**src/rtl/projectile_pool_if.sv**
```systemverilog
// Bundles the projectile pool's control inputs and per-slot outputs.
// Master drives fire/tick/hit; slave (the pool) drives slot state and status pulses.
interface projectile_pool_if #(
   parameter int N_PROJ  = 4,
   parameter int COORD_W = 10
);
   localparam int IDX_W = $clog2(N_PROJ);
   localparam int CNT_W = $clog2(N_PROJ + 1);

   logic                        tick_move;
   logic                        fire_req;
   logic [COORD_W-1:0]          ship_x;
   logic                        hit_valid;
   logic [IDX_W-1:0]            hit_idx;
   logic [N_PROJ-1:0]           proj_valid;
   logic [N_PROJ*COORD_W-1:0]   proj_x;
   logic [N_PROJ*COORD_W-1:0]   proj_y;
   logic                        fire_accepted;
   logic                        fire_dropped;
   logic [CNT_W-1:0]            active_count;

   modport master (
      output tick_move, fire_req, ship_x, hit_valid, hit_idx,
      input  proj_valid, proj_x, proj_y, fire_accepted, fire_dropped, active_count
   );

   modport slave (
      input  tick_move, fire_req, ship_x, hit_valid, hit_idx,
      output proj_valid, proj_x, proj_y, fire_accepted, fire_dropped, active_count
   );
endinterface

```
**src/rtl/projectile_pool.sv**
```systemverilog
// Slot pool of player projectiles: spawns at the muzzle, climbs on tick_move, retires on top edge or hit.
// Slot state and pulses update one cycle after inputs; no backpressure, a rejected fire edge is simply dropped.
module projectile_pool #(
   parameter int N_PROJ    = 4,
   parameter int COORD_W   = 10,
   parameter int SHIP_Y    = 440,
   parameter int SHIP_W    = 32,
   parameter int PROJ_STEP = 4,
   parameter int COOLDOWN  = 8
) (
   input  logic              clk_master,
   input  logic              d_reset_n,
   projectile_pool_if.slave  bus
);
   localparam int IDX_W = $clog2(N_PROJ);
   localparam int CNT_W = $clog2(N_PROJ + 1);
   localparam int CD_W  = $clog2(COOLDOWN + 1);

   localparam logic [COORD_W-1:0] HALF_W  = COORD_W'(SHIP_W / 2);
   localparam logic [COORD_W-1:0] STEP    = COORD_W'(PROJ_STEP);
   localparam logic [COORD_W-1:0] SPAWN_Y = COORD_W'(SHIP_Y);
   localparam logic [CD_W-1:0]    CD_LOAD = CD_W'(COOLDOWN);

   logic [N_PROJ-1:0]               valid_q, valid_d;
   logic [N_PROJ-1:0][COORD_W-1:0]  x_q, x_d;
   logic [N_PROJ-1:0][COORD_W-1:0]  y_q, y_d;
   logic [CD_W-1:0]                 cd_q, cd_d;
   logic                            fire_q, fire_d;
   logic                            arm_q, arm_d;
   logic                            acc_q, acc_d;
   logic                            drop_q, drop_d;
   logic [CNT_W-1:0]                cnt_q, cnt_d;

   logic             fire_edge;
   logic             hit_ok;
   logic             free_found;
   logic [IDX_W-1:0] free_idx;
   logic             accept;

   always_comb begin
      valid_d = valid_q;
      x_d     = x_q;
      y_d     = y_q;
      cd_d    = cd_q;
      cnt_d   = '0;
      fire_d  = bus.fire_req;
      // A button held through reset release must be let go once before it can fire.
      arm_d   = arm_q | ~bus.fire_req;

      fire_edge  = bus.fire_req & ~fire_q & arm_q;
      hit_ok     = bus.hit_valid && (int'(bus.hit_idx) < N_PROJ);
      free_found = 1'b0;
      free_idx   = '0;
      for (int i = 0; i < N_PROJ; i++) begin
         if (!valid_q[i] && !free_found) begin
            free_found = 1'b1;
            free_idx   = IDX_W'(i);
         end
      end
      accept = fire_edge && (cd_q == '0) && free_found;

      for (int i = 0; i < N_PROJ; i++) begin
         if (valid_q[i]) begin
            if (hit_ok && (bus.hit_idx == IDX_W'(i))) begin
               valid_d[i] = 1'b0;
            end else if (bus.tick_move) begin
               if (y_q[i] < STEP) valid_d[i] = 1'b0;
               else               y_d[i]     = y_q[i] - STEP;
            end
         end
      end

      // The spawn target comes from the pre-cycle free mask, so it never collides with a moving slot.
      if (accept) begin
         valid_d[free_idx] = 1'b1;
         x_d[free_idx]     = bus.ship_x + HALF_W;
         y_d[free_idx]     = SPAWN_Y;
      end

      if (accept)                            cd_d = CD_LOAD;
      else if (bus.tick_move && cd_q != '0)  cd_d = cd_q - 1'b1;

      acc_d  = accept;
      drop_d = fire_edge && !accept;

      for (int i = 0; i < N_PROJ; i++) begin
         cnt_d = cnt_d + CNT_W'(valid_q[i]);
      end
   end

   always_ff @(posedge clk_master or negedge d_reset_n) begin
      if (!d_reset_n) begin
         valid_q <= '0;
         x_q     <= '0;
         y_q     <= '0;
         cd_q    <= '0;
         fire_q  <= 1'b0;
         arm_q   <= 1'b0;
         acc_q   <= 1'b0;
         drop_q  <= 1'b0;
         cnt_q   <= '0;
      end else begin
         valid_q <= valid_d;
         x_q     <= x_d;
         y_q     <= y_d;
         cd_q    <= cd_d;
         fire_q  <= fire_d;
         arm_q   <= arm_d;
         acc_q   <= acc_d;
         drop_q  <= drop_d;
         cnt_q   <= cnt_d;
      end
   end

   assign bus.proj_valid    = valid_q;
   assign bus.proj_x        = x_q;
   assign bus.proj_y        = y_q;
   assign bus.fire_accepted = acc_q;
   assign bus.fire_dropped  = drop_q;
   assign bus.active_count  = cnt_q;
endmodule

```
**src/flat_wrapper.sv**
```systemverilog
// flat-port wrapper written by rule: the top's interface ports become plain ports
module projectile_pool_flat 
#(
   parameter int N_PROJ    = 4,
   parameter int COORD_W   = 10,
   parameter int SHIP_Y    = 440,
   parameter int SHIP_W    = 32,
   parameter int PROJ_STEP = 4,
   parameter int COOLDOWN  = 8
)
  (clk_master, d_reset_n, bus_tick_move, bus_fire_req, bus_ship_x, bus_hit_valid, bus_hit_idx, bus_proj_valid, bus_proj_x, bus_proj_y, bus_fire_accepted, bus_fire_dropped, bus_active_count);
  projectile_pool_if #(.N_PROJ(N_PROJ), .COORD_W(COORD_W)) bus_i ();
  input  logic clk_master;
  input  logic d_reset_n;
  input wire logic [$bits(bus_i.tick_move)-1:0] bus_tick_move;
  input wire logic [$bits(bus_i.fire_req)-1:0] bus_fire_req;
  input wire logic [$bits(bus_i.ship_x)-1:0] bus_ship_x;
  input wire logic [$bits(bus_i.hit_valid)-1:0] bus_hit_valid;
  input wire logic [$bits(bus_i.hit_idx)-1:0] bus_hit_idx;
  output wire logic [$bits(bus_i.proj_valid)-1:0] bus_proj_valid;
  output wire logic [$bits(bus_i.proj_x)-1:0] bus_proj_x;
  output wire logic [$bits(bus_i.proj_y)-1:0] bus_proj_y;
  output wire logic [$bits(bus_i.fire_accepted)-1:0] bus_fire_accepted;
  output wire logic [$bits(bus_i.fire_dropped)-1:0] bus_fire_dropped;
  output wire logic [$bits(bus_i.active_count)-1:0] bus_active_count;
  assign bus_i.tick_move = bus_tick_move;
  assign bus_i.fire_req = bus_fire_req;
  assign bus_i.ship_x = bus_ship_x;
  assign bus_i.hit_valid = bus_hit_valid;
  assign bus_i.hit_idx = bus_hit_idx;
  assign bus_proj_valid = bus_i.proj_valid;
  assign bus_proj_x = bus_i.proj_x;
  assign bus_proj_y = bus_i.proj_y;
  assign bus_fire_accepted = bus_i.fire_accepted;
  assign bus_fire_dropped = bus_i.fire_dropped;
  assign bus_active_count = bus_i.active_count;
  projectile_pool #(.N_PROJ(N_PROJ), .COORD_W(COORD_W), .SHIP_Y(SHIP_Y), .SHIP_W(SHIP_W), .PROJ_STEP(PROJ_STEP), .COOLDOWN(COOLDOWN)) u_core (.clk_master(clk_master), .d_reset_n(d_reset_n), .bus(bus_i));
endmodule
```
**config.mk**
```make
export PLATFORM = sky130hd
export DESIGN_NAME = projectile_pool_flat
export DESIGN_NICKNAME = d
export VERILOG_FILES = /design/src/rtl/projectile_pool_if.sv /design/src/rtl/projectile_pool.sv /design/src/flat_wrapper.sv
export SDC_FILE = /design/constraint.sdc
export NUM_CORES = 1
export LEC_CHECK = 0
export BUFFER_PORTS_ARGS = -buffer_cell sky130_fd_sc_hd__buf_2
export CORE_AREA = 2 2 99 101
export DETAILED_ROUTE_END_ITERATION = 10
export DIE_AREA = 0 0 101 103
export GPL_TIMING_DRIVEN = 0
export PLACE_DENSITY = 0.81
export SLEW_MARGIN = 20
export SYNTH_ARGS = -nofsm -noshare
export SYNTH_HDL_FRONTEND = slang
export SYNTH_SLANG_ARGS = --single-unit
export TNS_END_PERCENT = 10
```
**constraint.sdc**
```tcl
create_clock -name clk_master -period 2.3 [get_ports clk_master]
set_input_delay 0.23 -clock clk_master [delete_from_list [all_inputs] [get_ports clk_master]]
set_output_delay 0.23 -clock clk_master [all_outputs]
set_load 0.01 [all_outputs]
```
## Word-level counts from Yosys, hierarchy flattened

Index checks and enable logic that the tools add are counted.

| operators by class | value |
|---|---|
| add/subtract/negate cells | 9 |
| $lt $le $gt $ge | 6 |
| equal/unequal tests | 3 |
| multiplexer cells | 48 |
| bitwise operators | 9 |
| reduce and logical (&&, ||, !) cells | 22 |

Operators with widths:

| kind | count |
|---|---|
| $mux W10 | 17 |
| $bwmux W40 | 1 |
| $lt A10 B3 Y1 const B | 4 |
| $mux W40 | 1 |
| $sub A10 B3 Y10 const B | 4 |
| $mux W1 | 22 |
| $and A20 B20 Y20 | 1 |
| $demux W10 S2 | 1 |
| $not A20 Y20 | 1 |
| $or A20 B20 Y20 | 1 |
| $logic_and A1 B1 Y1 | 12 |
| $mux W4 | 3 |
| $add A10 B5 Y10 const B | 1 |
| $add A3 B1 Y3 | 2 |
| $logic_not A1 Y1 | 6 |
| $eq A2 B2 Y1 const B | 2 |
| $logic_not A4 Y1 | 1 |
| $mux W2 | 2 |
| $or A4 B4 Y4 | 1 |
| $reduce_bool A4 Y1 | 1 |
| $sub A4 B1 Y4 const B | 1 |
| $lt A2 B3 Y1 const B | 1 |
| $add A1 B1 Y2 | 1 |
| $and A1 B1 Y1 | 2 |
| other kinds (7) | 8 |

| word-level totals | value |
|---|---|
| bits in registers | 95 |
| input bits | 17 |
| output and inout bits | 89 |
| logic and storage cells | 112 |

## Depth between registers and ports, before layout

Gate-level depths: netlist of run 1.

| logic depth | value |
|---|---|
| depth after elaboration | 16 |
| gate-level depth with buffers | 9 |
| depth with buffers taken out | 6 |

## Least setup slack after synthesis of run 1

Ideal clock, no wire load.

| timing | value |
|---|---|
| path kind | reg-to-reg |
| start | register u_core.cd_q[0] |
| end | register u_core.x_q, in the netlist u_core.bus.proj_x[30] |
| library setup time | 0.125 ns |
| arrival time | 2.078 ns |
| required time | 2.175 ns |
| setup slack | 0.097 ns |
| stages on the path, launching flop included | 9 |
| buffers on the path | 3 |
| period minus slack after synthesis | 2.203 ns |
| cell sequence | dfrtp_1 inv_1 ha_1 or3b_1 buf_2 or4_4 buf_6 buf_6 mux2_4 |

| on the way | value |
|---|---|
| longest elaborated chain between the ends | 3 |

Ends and longest elaborated chain:

| item | RTL line | RTL |
|---|---|---|
| start: declaration | projectile_pool.sv:27 | `logic [CD_W-1:0] cd_q, cd_d;` |
| start signal: assignment | projectile_pool.sv:96 | `cd_q <= '0;` |
| start signal: assignment | projectile_pool.sv:106 | `cd_q <= cd_d;` |
| $logic_not A4 Y1 | projectile_pool.sv:60 | `accept = fire_edge && (cd_q == '0) && free_found;` |
| $logic_and A1 B1 Y1 (2 in series) | projectile_pool.sv:60 |  |
| end signal: assignment | projectile_pool.sv:94 | `x_q <= '0;` |
| end signal: assignment | projectile_pool.sv:104 | `x_q <= x_d;` |
| end: declaration | projectile_pool.sv:25 | `logic [N_PROJ-1:0][COORD_W-1:0] x_q, x_d;` |

Every way passes these cells.
A chain may end at the register's enable or synchronous reset.

## Worst setup path in the final report of run 1

| timing | value |
|---|---|
| start | register u_core.cd_q[0] |
| end | register u_core.x_q, in the netlist u_core.bus.proj_x[35] |

The elaborated chain is that of the path after synthesis.

==> results of run 1 <==
worst min path at each step:
stage                      start                                end  slack, ns  depth (start not counted)
floorplan              d_reset_n             u_core.arm_q$_DFF_PN0_      -0.07                          0
global placement    bus_fire_req            u_core.fire_q$_DFF_PN0_       0.38                          1
detailed placement     d_reset_n  u_core.bus.fire_dropped$_DFF_PN0_       0.12                          1
CTS                 bus_fire_req            u_core.fire_q$_DFF_PN0_      0.006                          1
global route        bus_fire_req            u_core.fire_q$_DFF_PN0_       0.01                          1
finish              bus_fire_req            u_core.fire_q$_DFF_PN0_       0.02                          1
cell families after synthesis:
family | synth area share
xor+xnor | 0.0141
simple gates | 0.240
mux | 0.0294
compound gates | 0.100
fa+ha+maj | 0.0363
buf+inv | 0.0334
flops | 0.547
through the flow:
| step | setup WS, ns | cell area [um2] |
|---|---|---|
| 2_1_floorplan | 0.0965 | 4350 |
| 5_1_grt | -0.0786 | 5310 |
| 3_3_place_gp | -0.00249 | 5020 |
| 3_5_place_dp | -0.0153 | 5050 |
| 4_1_cts | 0.0228 | 5300 |
| 6_report | 0.0377 | 5310 |
metal layers:
metal | global-route usage | part of all wire | vias up
li1 | - | - | 1761
met3 | 0.0400 | 0.061 | 17
met1 | 0.280 | 0.45 | 1799
met5 | 0 | 0 | -
met2 | 0.335 | 0.47 | 118
met4 | 0.0811 | 0.017 | 0
registers in the layout, summed over array words and instances, names as in the netlist:
name	flops
u_core.bus.proj_y	40
u_core.cd_q	4
u_core.bus.fire_dropped	1
u_core.bus.proj_x	40
u_core.bus.proj_valid	4
u_core.arm_q	1
u_core.bus.fire_accepted	1
u_core.fire_q	1
u_core.bus.active_count	3
power groups by stage:
| stage | clock network [mW] | logic, mW | registers (mW) |
|---|---|---|---|
| floorplan | 0 | 0.675 | 2.57 |
| global placement | 0 | 1.39 | 2.44 |
| detailed placement | 0 | 1.44 | 2.46 |
| CTS | 1.24 | 1.47 | 2.43 |
| global route | 1.30 | 1.67 | 2.51 |
| finish | 1.22 | 1.46 | 2.44 |
critical path, cell delays in order (launching register included):
cell and delay (ns):
dfrtp_1 0.42, inv_2 0.07, ha_1 0.14, or3b_4 0.37, buf_6 0.14, or4_4 0.43, buf_6 0.15, buf_8 0.14
mux2_4 0.29
final cells by class:
| class | count | area share |
|---|---|---|
| Buffer | 17 | 0.0177 |
| Clock buffer | 9 | 0.0233 |
| Clock inverter | 6 | 0.0174 |
| Timing Repair Buffer | 107 | 0.107 |
| Inverter | 17 | 0.0120 |
| Tap cell | 114 | 0.0269 |
| Sequential cell | 95 | 0.448 |
| Multi-Input combinational cell | 302 | 0.347 |
timing repair:
item	4_1_cts	5_1_grt
pin swaps	1	0
gates resized for setup	5	8
hold buffers	1	0
endpoints found under the hold margin	25	0
endpoints found under the setup margin	10	34
cells in the final DEF (no fill, tap or decap), drive strengths merged, types with 3 or more instances in the layout:
cell type / count
a21oi: 13
and2: 9
and3: 3
buf: 111
clkbuf: 21
dfrtp: 95
ha: 11
inv: 19
mux2: 5
mux2i: 6
nand2: 91
nand2b: 5
nand3: 21
nand3b: 3
nand4: 7
nor2: 9
nor3: 9
nor4: 9
nor4b: 3
nor4bb: 3
o211ai: 7
o21ai: 32
o311ai: 3
o31ai: 3
or3: 11
or4: 3
xnor2: 4
xor2: 3
==> results.md, run 1 <==
- Status: completed
- Non-Filler Instances: 667
- Hold/Removal Path Class: in2reg
- Setup violations, final: 0
- Clk sink count: 95
- Area grow syn2layout: 22.0%
- Share of the synthesized area in the top cell type: 0.547
- Cell count after placement: between 600 and 700
- Yosys cell types: 53
- Synth top area cells: dfrtp_1 (55%), nand2_1 (7.9%), o21ai_0 (3.7%)
- # rows: 36
- Max FO, Critical Path: 10
- Internal Pwr Total: 3.32 mW
- CP Capture Type: flip-flop
- Worst reg-to-reg path cell count: 8
- Post-synth EDFFs: 0
- Clock share of power: 0.238
- Data required time at the worst endpoint: 2.56 ns
- TritonRoute pass-1 iters: 4
- DR iter-0 viols: ~140
- Max_cap viols: 0
- First-pass GRT wire length: around 17 mm
- Skew-Pair Late Insertion Delay: around 0.37 ns
- Clock tree buffer depth: 2
- Vias: approximately 3.7k
- Post-CTS setup buffer count: 0
- Initial antenna violation count: 0
- Multi-input gate area: 1840 um2
- Starting Density: 0.460
- Antenna cell count: 0
- Beginning of the critical path: u_core.cd_q[0]$_DFFE_PN0P_
- Tcrit/Tclk final: 0.984
- Worst R2R End: u_core.bus.proj_x[35]$_DFFE_PN0P_
- Largest net degree at the start of global routing: 71
- Gr usage total: 0.208
- Die ar.: ~10000 um2
- Unrepaired setup endpoints after global routing: true
- Combinational share of power: 0.286
- Power Total: 5.12 mW
- Wirelength per Cell: 15.9 um
- Register share of total power: 0.476
- Fill cells: 856
- CTS tree: built
- Ys async rst share: 1.00
- Placer Congestion: 0.806
- Max transition margin: 0.503
- Achievable frequency: roughly 440 MHz
- Crit Path Category: reg2reg
- Final #Nets: 578
- Layout cells sized above 1: 0.266
- Seq/Total Area, Yosys: 0.547
- Maximum vdd drop: between 0.0005 and 0.0006 V
- Vias in the first global route: 3522
- FF+latch count, synth: 95
- Commonest cells in the netlist: dfrtp_1 (95), nand2_1 (91), o21ai_0 (32)
- I/O Buffers: 105
- GRT overflow: 0
- Worst Path Arrival: 2.52 ns
- # IOs: 106
- Die width: 101 um
- DRC errors left: 0
- Drt via density: 5.54
- Post-synth net total: 460
- Power per cell area: 965 nW/um2
- CTS Buf Count: 9
- Worst Setup Start Kind: flip-flop
- Switching Fraction: 0.353
- Crit path time final: 2.26 ns
- Root Driver: clkbuf_8
- Area of the core: 9460 um2
- H-tree Lvls: 3
- CP endpoint: u_core.bus.proj_x[35]$_DFFE_PN0P_
- Reg-to-reg setup timing slack: 0.04 ns
- Synthesis Warnings: 0
- Most frequent cell after synthesis: dfrtp_1
- Antenna-violating nets left: 0
- Post-synthesis cell area: 4350 um2
- Leakage power: 2.76 nW
- Hold_ws: 0.0209 ns
- Ys flop type: dfrtp_1
- Total Wirelength: 10.6 mm
- Measured slew at the worst slew-check pin: 0.741 ns
- HPWL after DPL: 7.57 mm
- Die Y: between 100 and 150 um
- Mean post-synth cell area: 10.1 um2
- Layout Skew: between 0.015 and 0.02 ns
- Final Hold Fails: 0
- Max Slew Vio Count: 0
- Fin util: 0.561
- Net Sw Power: 1.81 mW
- Reg-to-Reg Start: u_core.cd_q[0]$_DFFE_PN0P_
- Register area: approximately 2400 um2
- Final setup TNS: 0 ns
- Clk slew on worst S/H paths: 0.10 ns
- Post-Syn Instances: 431
- Post-synth top area cell: dfrtp_1
Note: power is estimated with default switching activity, not from simulation.
==> run 2, diff against run 1 <==
SETUP_SLACK_MARGIN = 0.1   (was unset)
==> run 2 against run 1 <==
Against the previous run: wire length increased by 1.5%; sequential cell count unchanged; critical path depth grew 7; fmax down 0.58%; final area is 2.6% higher; via count grew 2.2%; worst setup slack got worse by 0.013 ns; combinational power increased by 16%; clock power about the same; utilization grew 1.5 points; total power grew 4.2%; largest power group unchanged.
==> results.md, run 2 (synthesis gave the netlist of run 1 again) <==
- HPWL after DPL: 7.56 mm
- DRC errors left: 0
- Crit Path Category: reg2reg
- Layout cells sized above 1: 0.293
- CTS tree: built
- Hold Crit Depth: 1
- Die Y: 103 um
- Measured slew at the worst slew-check pin: 0.692 ns
- Initial antenna violation count: 0
- Reg-to-Reg Start: u_core.cd_q[1]$_DFFE_PN0P_
- Multi-input gate area: 1850 um2
- Final #Nets: 594
- Largest net degree at the start of global routing: 55
- Register area: 2380 um2
- CP endpoint: u_core.cd_q[2]$_DFFE_PN0P_
- Root Driver: clkbuf_8
- Skew-Pair Late Insertion Delay: 0.35 ns
- Area of the core: 9460 um2
- Die ar.: 10400 um2
- Vias: roughly 3.8k
- I/O Buffers: 105
- Starting Density: 0.460
- Placer Congestion: ~0.84
- Data required time at the worst endpoint: 2.57 ns
- Wirelength per Cell: approximately 16 um
- Achievable frequency: 439 MHz
- Drt via density: 5.53
- Area grow syn2layout: 25.2%
- Antenna-violating nets left: 0
- Commonest non-fill, non-tap cell in the layout: buf_2
- Final setup TNS: 0 ns
- Worst Setup Start Kind: flip-flop
- H-tree Lvls: 3
- Setup ws final: 0.0244 ns
- GRT overflow: 0
- Beginning of the critical path: u_core.cd_q[1]$_DFFE_PN0P_
- TritonRoute pass-1 iters: 4
- Worst R2R End: u_core.cd_q[2]$_DFFE_PN0P_
- Max FO, Critical Path: 2
- Crit path time final: 2.28 ns
- Worst Path Arrival: 2.54 ns
- DR iter-0 viols: 132
- CTS Buf Count: 9
- Hold/Removal Path Class: in2reg
- Clk sink count: 95
- Status: completed
- Die width: 101 um
- # IOs: 106
- Max transition margin: 0.535
- Power Total: 5.34 mW
- Tcrit/Tclk final: 0.989
- Max_cap viols: 0
- Gr usage total: 0.209
- Unrepaired setup endpoints after global routing: true
- Vias in the first global route: approximately 3.5k
- Antenna cell count: 0
- Most frequent cells in the layout: buf_2 (106), dfrtp_1 (94), nand2_1 (91)
- Worst reg-to-reg path cell count: 15
- Layout Skew: between 0.015 and 0.02 ns
- CP Capture Type: flip-flop
- Reg-to-reg setup timing slack: roughly 0.024 ns
- Total Wirelength: 10.7 mm
- Pre-CTS setup slack: -0.0371 ns
- Clk slew on worst S/H paths: 0.09 ns
- Leakage power: around 2.8 nW
- Clock tree buffer depth: 2
- Power per cell area: 980 nW/um2
- Fill cells: 840
- Setup violations, final: 0
- Max Slew Vio Count: 0
- Final Hold Fails: 0
- Maximum vdd drop: 0.000648 V
- First-pass GRT wire length: 17.1 mm
- # rows: 36
-- run 2: cell types whose count changed in the layout (fill, tap and decap cells not counted), sizes merged --
cell	previous run	this run
clkinv	0	1
clkinvlp	2	1
buf	111	127
-- run 2: power by group --
part | leakage, nW | internal, mW | switching, mW
clock network | 0.106 | 0.617 | 0.594
registers | 1.25 | 2.06 | 0.384
logic | 1.48 | 0.803 | 0.884
-- run 2: metrics by stage --
stage               instances  instance area [um2]  hold slack (ns)  utilization
finish                    683                 5450           0.0338        0.576
global route              683                 5450           0.0190        0.576
CTS                       683                 5420           0.0158        0.573
detailed placement        651                 5060            0.167        0.535
global placement          650                 5020            0.380        0.531
floorplan                 431                 4360          -0.0656            -
-- run 2: worst min-delay path by stage --
stage,from,end,slack (ns)
floorplan,d_reset_n,u_core.arm_q$_DFF_PN0_,-0.07
global placement,bus_fire_req,u_core.fire_q$_DFF_PN0_,0.38
detailed placement,d_reset_n,u_core.bus.proj_y[33]$_DFF_PN0_,0.17
CTS,bus_fire_req,u_core.fire_q$_DFF_PN0_,0.02
global route,bus_fire_req,u_core.fire_q$_DFF_PN0_,0.02
finish,bus_fire_req,u_core.fire_q$_DFF_PN0_,0.03
-- run 2: what timing repair did --
action | CTS | global route
endpoints found under the setup margin | 22 | 47
hold buffers | 1 | 0
endpoints found under the hold margin | 41 | 0
gates resized for setup | 7 | 11
setup buffers | 16 | 0
-- run 2: worst max-delay path, cell delays in order, from the launching register on --
cell and delay (ns):
dfrtp_1 0.37, inv_2 0.07, buf_4 0.13, buf_4 0.12, buf_4 0.12, buf_4 0.12
buf_4 0.13, buf_4 0.12, buf_4 0.13, buf_4 0.12, buf_4 0.12, buf_4 0.12
buf_4 0.12, ha_1 0.18, nand3_1 0.10, xnor2_1 0.12
-- run 2: cell type report --
cell class / instances / share of cell area
Sequential cell: 95 / 0.437
Multi-Input combinational cell: 302 / 0.341
Timing Repair Buffer: 123 / 0.127
Tap cell: 114 / 0.0262
Clock buffer: 9 / 0.0227
Buffer: 17 / 0.0182
Clock inverter: 6 / 0.0172
Inverter: 17 / 0.0117
-- run 2: per-layer routing --
metal  GRT usage  share of wire  vias to the layer above  routed length, um
met2       0.351           0.50                      113               5330
met4      0.0593         0.0092                        0                 99
met1       0.280           0.44                     1863               4740
met3      0.0400          0.052                       10                561
li1            -              -                     1790                  -
met5           0              0                        -                  0
